--- src/rtl/spi_master.sv ---
// Mode-0 SPI master: one request moves 1..16 bits MSB-first and returns the
// received bits right-aligned after a fixed latency of CLK_DIV*(2N+1) cycles.
module spi_master #(
  parameter int unsigned CLK_DIV = 2
) (
  input  logic        clk,
  input  logic        rst_n,
  input  logic        req_valid,
  output logic        req_ready,
  input  logic [15:0] req_data,
  input  logic [3:0]  req_len,
  output logic        resp_valid,
  output logic [15:0] resp_data,
  output logic        sck,
  output logic        ss_n,
  output logic        mosi,
  input  logic        miso
);

  typedef enum logic [2:0] {
    StIdle,
    StSetup,
    StLow,
    StHigh,
    StHold
  } state_e;

  localparam logic [7:0] PhaseLast = 8'(CLK_DIV - 1);

  state_e      state_q, state_d;
  logic [7:0]  phase_q, phase_d;
  logic [4:0]  bits_q, bits_d;
  logic [15:0] tx_q, tx_d;
  logic [15:0] rx_q, rx_d;
  logic        sck_q, sck_d;
  logic        ss_n_q, ss_n_d;
  logic        mosi_q, mosi_d;
  logic        ready_q, ready_d;
  logic        resp_valid_q, resp_valid_d;
  logic [15:0] resp_data_q, resp_data_d;

  logic [4:0]  req_bits;
  logic [15:0] tx_load;
  logic        phase_done;

  // A length of 0 encodes a full 16-bit transfer.
  assign req_bits   = (req_len == 4'd0) ? 5'd16 : {1'b0, req_len};
  assign tx_load    = req_data << (5'd16 - req_bits);
  assign phase_done = (phase_q == 8'd0);

  always_comb begin
    state_d      = state_q;
    phase_d      = phase_q;
    bits_d       = bits_q;
    tx_d         = tx_q;
    rx_d         = rx_q;
    sck_d        = sck_q;
    ss_n_d       = ss_n_q;
    mosi_d       = mosi_q;
    ready_d      = ready_q;
    resp_valid_d = 1'b0;
    resp_data_d  = resp_data_q;

    unique case (state_q)
      StIdle: begin
        if (req_valid && ready_q) begin
          tx_d    = tx_load;
          rx_d    = 16'h0000;
          bits_d  = req_bits;
          phase_d = PhaseLast;
          ss_n_d  = 1'b0;
          mosi_d  = tx_load[15];
          ready_d = 1'b0;
          state_d = StSetup;
        end
      end

      StSetup, StLow: begin
        if (phase_done) begin
          // miso still holds the bit the slave drove on the previous sck rise.
          sck_d   = 1'b1;
          rx_d    = {rx_q[14:0], miso};
          bits_d  = (bits_q != 5'd0) ? bits_q - 5'd1 : bits_q;
          phase_d = PhaseLast;
          state_d = StHigh;
        end else begin
          phase_d = phase_q - 8'd1;
        end
      end

      StHigh: begin
        if (phase_done) begin
          sck_d   = 1'b0;
          phase_d = PhaseLast;
          if (bits_q == 5'd0) begin
            state_d = StHold;
          end else begin
            // Rotate rather than shift: only the top N bits are ever sent.
            tx_d    = {tx_q[14:0], tx_q[15]};
            mosi_d  = tx_q[14];
            state_d = StLow;
          end
        end else begin
          phase_d = phase_q - 8'd1;
        end
      end

      StHold: begin
        if (phase_done) begin
          ss_n_d       = 1'b1;
          mosi_d       = 1'b1;
          ready_d      = 1'b1;
          resp_valid_d = 1'b1;
          resp_data_d  = rx_q;
          state_d      = StIdle;
        end else begin
          phase_d = phase_q - 8'd1;
        end
      end

      default: begin
        sck_d   = 1'b0;
        ss_n_d  = 1'b1;
        mosi_d  = 1'b1;
        ready_d = 1'b1;
        state_d = StIdle;
      end
    endcase
  end

  always_ff @(posedge clk) begin
    if (!rst_n) begin
      state_q      <= StIdle;
      phase_q      <= 8'd0;
      bits_q       <= 5'd0;
      tx_q         <= 16'h0000;
      rx_q         <= 16'h0000;
      sck_q        <= 1'b0;
      ss_n_q       <= 1'b1;
      mosi_q       <= 1'b1;
      ready_q      <= 1'b1;
      resp_valid_q <= 1'b0;
      resp_data_q  <= 16'h0000;
    end else begin
      state_q      <= state_d;
      phase_q      <= phase_d;
      bits_q       <= bits_d;
      tx_q         <= tx_d;
      rx_q         <= rx_d;
      sck_q        <= sck_d;
      ss_n_q       <= ss_n_d;
      mosi_q       <= mosi_d;
      ready_q      <= ready_d;
      resp_valid_q <= resp_valid_d;
      resp_data_q  <= resp_data_d;
    end
  end

  assign req_ready  = ready_q;
  assign resp_valid = resp_valid_q;
  assign resp_data  = resp_data_q;
  assign sck        = sck_q;
  assign ss_n       = ss_n_q;
  assign mosi       = mosi_q;

endmodule

--- config.mk ---
export PLATFORM = sky130hd
export DESIGN_NAME = spi_master
export DESIGN_NICKNAME = d
export VERILOG_FILES = /design/src/rtl/spi_master.sv
export SDC_FILE = /design/constraint.sdc
export NUM_CORES = 1
export LEC_CHECK = 0
export CAP_MARGIN = 10
export CORE_ASPECT_RATIO = 0.5
export CORE_MARGIN = 1.5
export CORE_UTILIZATION = 55
export CTS_BUF_LIST = sky130_fd_sc_hd__clkbuf_8 sky130_fd_sc_hd__clkbuf_16
export DETAILED_ROUTE_END_ITERATION = 16
export HOLD_SLACK_MARGIN = 0.05
export PLACE_DENSITY = 0.76
export SYNTH_ARGS = -nofsm -noshare
export SYNTH_HDL_FRONTEND = slang
export SYNTH_SLANG_ARGS = --single-unit
--- constraint.sdc ---
create_clock -name clk -period 4.5 [get_ports clk]
set_input_delay 0.675 -clock clk [delete_from_list [all_inputs] [get_ports clk]]
set_output_delay 0.675 -clock clk [all_outputs]
set_load 0.01 [all_outputs]
==> metrics.md <==
| Metric | Value |
|---|---|
| Pin count of the biggest net entering global routing | `51` |
| Final-report max-slew violation count | `0` |
| Pin slew with the least headroom to its limit | `1090 ps` |
| Max incr delay on CP | `~700 ps` |
| Detailed Place HPWL | `around 5.9 mm` |
| Total nets after synthesis | `490` |
| Routed length on met3 | `between 500 and 600 um` |
| Core Footprint | `between 6000 and 7000 um2` |
| Signal arrival time at the worst endpoint | `between 3000 and 4000 ps` |
| Count of routing violations after the opening detailed-route iteration | `between 200 and 250` |
| Portion of the post-synthesis area used by sequential elements | `a little over a third` |
| Hold WS | `~450 ps` |
| Routed wire per std cell | `approximately 15 um` |
| Routed wl met2 | `3.91 mm` |
| Vertical die dimension | `about 62 um` |
| Total routed wirelength | `a little under 9 mm` |
| Max-cap violations | `0` |
| Post-CTS repair timing setup buffer count | `0` |
| Total area of multi-input combinational cells | `about 2300 um2` |
| Global router's overall resource usage | `between 20% and 30%` |
| Overall via count from detail_route | `between 3,000 and 4,000` |
| Launching element type of the critical path | `input port` |
| Highest signal layer in the routed design | `met4` |
| TritonCTS Sinks | `approximately 70` |
| PostCTS Resize Cnt | `0` |
| Detailed-router iteration count before antenna repair | `5` |
| Cell breakdown of the critical path | `clkdlybuf4s50_1 -> inv_1 -> ha_1 -> a21oi_2 -> mux4_1 -> mux2i_1 -> nor2_1 -> o32a_1` |
| Core occupancy in the finished layout | `68.1%` |
| I/O pin count | `45` |
| Cell type of the slowest stage on the worst timing path | `sky130_fd_sc_hd__clkdlybuf4s50_1` |
| Number of enable flip-flop cells after synthesis | `0` |
| Critical path buffer and inverter count | `2` |
| Number of distinct library cell variants in the gate-level netlist after synthesis | `65` |
| Required time at the endpoint of the critical path | `4720 ps` |
| Register cell area after layout | `~1400 um2` |
| Final-report hold violation count | `0` |
| Source of the worst register-to-register timing path | `phase_q[2]` |
| Row count | `21` |
| Worst voltage drop across the vdd grid | `approximately 240 uV` |
| Clock insertion delay at the later pin of the skew report | `roughly 330 ps` |
| Family with the most delay on the worst path | `buffers and inverters` |
| PwrDens | `between 500 and 600 nW/um2` |
| Via count of the first global-routing pass | `3,075` |
| Critical path capture point type | `flop` |
| Clock tree from TritonCTS | `yes` |
| Crit Path Category | `input port to flop` |
| Buffers on Ports | `44` |
| Reg2Reg Setup Slack | `around 1900 ps` |
| Setup clock skew after layout | `6.82 ps` |
| Final-layout setup total negative slack | `0 ps` |
| Area of all placed cells without fillers | `roughly 4600 um2` |
| Net count reported at finish | `roughly 510` |
| Leading cell type in the layout, fill and taps excluded | `sky130_fd_sc_hd__nand2_1` |
| Width of the chip | `121 um` |
| Most frequent cells in the layout | `75 x sky130_fd_sc_hd__nand2_1, 68 x sky130_fd_sc_hd__dfxtp_1, 44 x sky130_fd_sc_hd__clkdlybuf4s50_1` |
| Final-report setup violation count | `0` |
| Wire length on met1 | `about 4.3 mm` |
| Number of buffers inserted during clock tree synthesis | `9` |
| Clock period minus final worst setup slack | `3300 ps` |
| Tcrit/Tclk final | `between 70 and 80%` |
| Length in cells of the worst reg-to-reg path | `7` |
| Cell area after synthesis | `a little under 4000 um2` |
| Overall power consumption | `about 2.4 mW` |
| Antenna diode count | `0` |
| CTS HTree Levels | `3` |
| Number of logic stages on the critical path including buffering | `8` |
| RSZ-0062 raised after global routing | `false` |
| DRC Markers | `0` |
| Clock tree buffer depth | `2` |
| Initial antenna violation count | `0` |
| Final RePlAce weighted congestion | `around 0.89` |
| Top flip-flop cell by instance count after synthesis | `sky130_fd_sc_hd__dfxtp_1` |
| Run status | `completed` |
| Type of the worst min-delay path | `flop to flop` |
| Clock slew at the register clock pins of the worst setup and hold paths | `60 ps` |
| Hold-fix buffers, CTS | `0` |
| Syn Area/Cell | `8.39 um2` |
| Count of synthesis-stage warnings from yosys | `0` |
| Area growth, synth to finish | `18.6%` |
| Number of synthesized register bits | `a little under 70` |
| Total Die Area | `~7600 um2` |
| Vias/cell | `~6.0` |
| Starting Density | `~57%` |
| Share of async-settable or async-resettable flops after synthesis | `0%` |
| Critical Path Sink | `mosi` |
| Share of final-layout standard cells stronger than drive strength 1 | `9.61%` |
| Standard cell area after detailed placement | `~4300 um2` |
| Wire length of the first global-routing pass | `approximately 15 mm` |
| Max Freq | `303 MHz` |
| Endpoint of the lowest-slack register-to-register path | `rx_q[15]` |
| Total grt overflow | `0` |
| Total of fill cells in the finished design | `586` |
| Critical-path maximum fanout | `13` |
| Synthesized netlist cell count | `460` |
| Max-slew headroom | `26.8%` |
| Antenna-violating nets left | `0` |
| Leakage dissipation | `roughly 1.7 nW` |
| Startpoint of the worst setup timing path | `req_len[0]` |
| Clock root buffer | `sky130_fd_sc_hd__clkbuf_16` |
area by class of cell:
type                    instances  area share (%)
clock buffers                   9            4.92
clock inverters                 7            1.80
inverters                       9           0.738
multi-input cells             347            49.8
flip-flops and latches         68            29.7
well taps                      92            2.51
repair buffers                 49            10.5
flip-flops by register name (all words and copies together) (netlist names):
register	flops
resp_data	16
rx_q	16
tx_q	16
phase_q	8
bits_q	5
state_q	3
mosi	1
req_ready	1
resp_valid	1
sck	1
where the power goes:
group / switching (mW) / internal, mW / leakage (nW) / total, mW
logic: 0.552 / 0.359 / 0.977 / 0.911
clock network: 0.285 / 0.437 / 0.145 / 0.723
registers: 0.0979 / 0.706 / 0.554 / 0.804
synthesized netlist by cell type, drive strengths merged (2+ instances only):
master	n	area [um2]
nand2	75	282
dfxtp	68	1360
nor2	33	134
o21ai	33	169
a21oi	32	164
clkbuf	22	83.8
nand4	19	119
mux2i	18	180
buf	14	101
a211oi	12	108
nand3	10	50.1
inv	9	33.8
xor2	9	78.8
o211ai	7	52.6
a31oi	6	43.8
and3	6	37.5
ha	6	75.1
nor2b	6	40.0
a32oi	5	43.8
mux4	5	124
a311oi	4	35.0
and2	4	25.0
mux2	4	45.0
nor3	4	20.0
o221a	4	45.0
a22oi	3	22.5
and4bb	3	37.5
nand3b	3	22.5
nand4b	3	26.3
nor3b	3	22.5
o211a	3	30.0
o22ai	3	18.8
a211o	2	17.5
a32o	2	20.0
nand2b	2	12.5
nor4	2	27.5
o21a	2	15.0
o21ba	2	20.0
or2	2	12.5
xnor2	2	36.3
routing by layer:
metal | up-vias | track usage, %
met2 | 129 | 37.1
met5 | - | 0
li1 | 1736 | -
met4 | 0 | 7.50
met3 | 11 | 5.33
met1 | 1611 | 35.2
worst min-delay path by stage:
stage	start	to	cells after the start
6_report	resp_data[2]	resp_data[2]	2
3_5_place_dp	resp_data[9]	resp_data[9]	2
3_3_place_gp	resp_data[2]	resp_data[2]	2
5_1_grt	resp_data[4]	resp_data[4]	2
4_1_cts	resp_data[9]	resp_data[9]	2
2_1_floorplan	rx_q[15]	resp_data[15]	2
per-stage QoR:
stage / worst slack (ps) / cells
CTS: 1220 / 580
global placement: 936 / 564
finish: 1200 / 581
detailed placement: 883 / 564
floorplan: 1970 / 460
global route: 1040 / 581
tightest hold or removal path: stages (launching register included):
cell and delay, ps:
sky130_fd_sc_hd__dfxtp_1 310, sky130_fd_sc_hd__nand2_1 50, sky130_fd_sc_hd__a21oi_1 50
cell families (layout without fill, tap and decap cells):
group	count (synthesis)	after routing	synth area share (%)
and+or+nand+nor	179	179	23.4
AOI/OAI and AO/OA	124	124	21.7
DFF	68	68	35.3
buffers and inverters	45	74	5.67
muxes	27	27	9.04
xor gates and xnor gates	11	11	2.98
adders and majority gates	6	6	1.94
(Power assumes the default switching activity.)
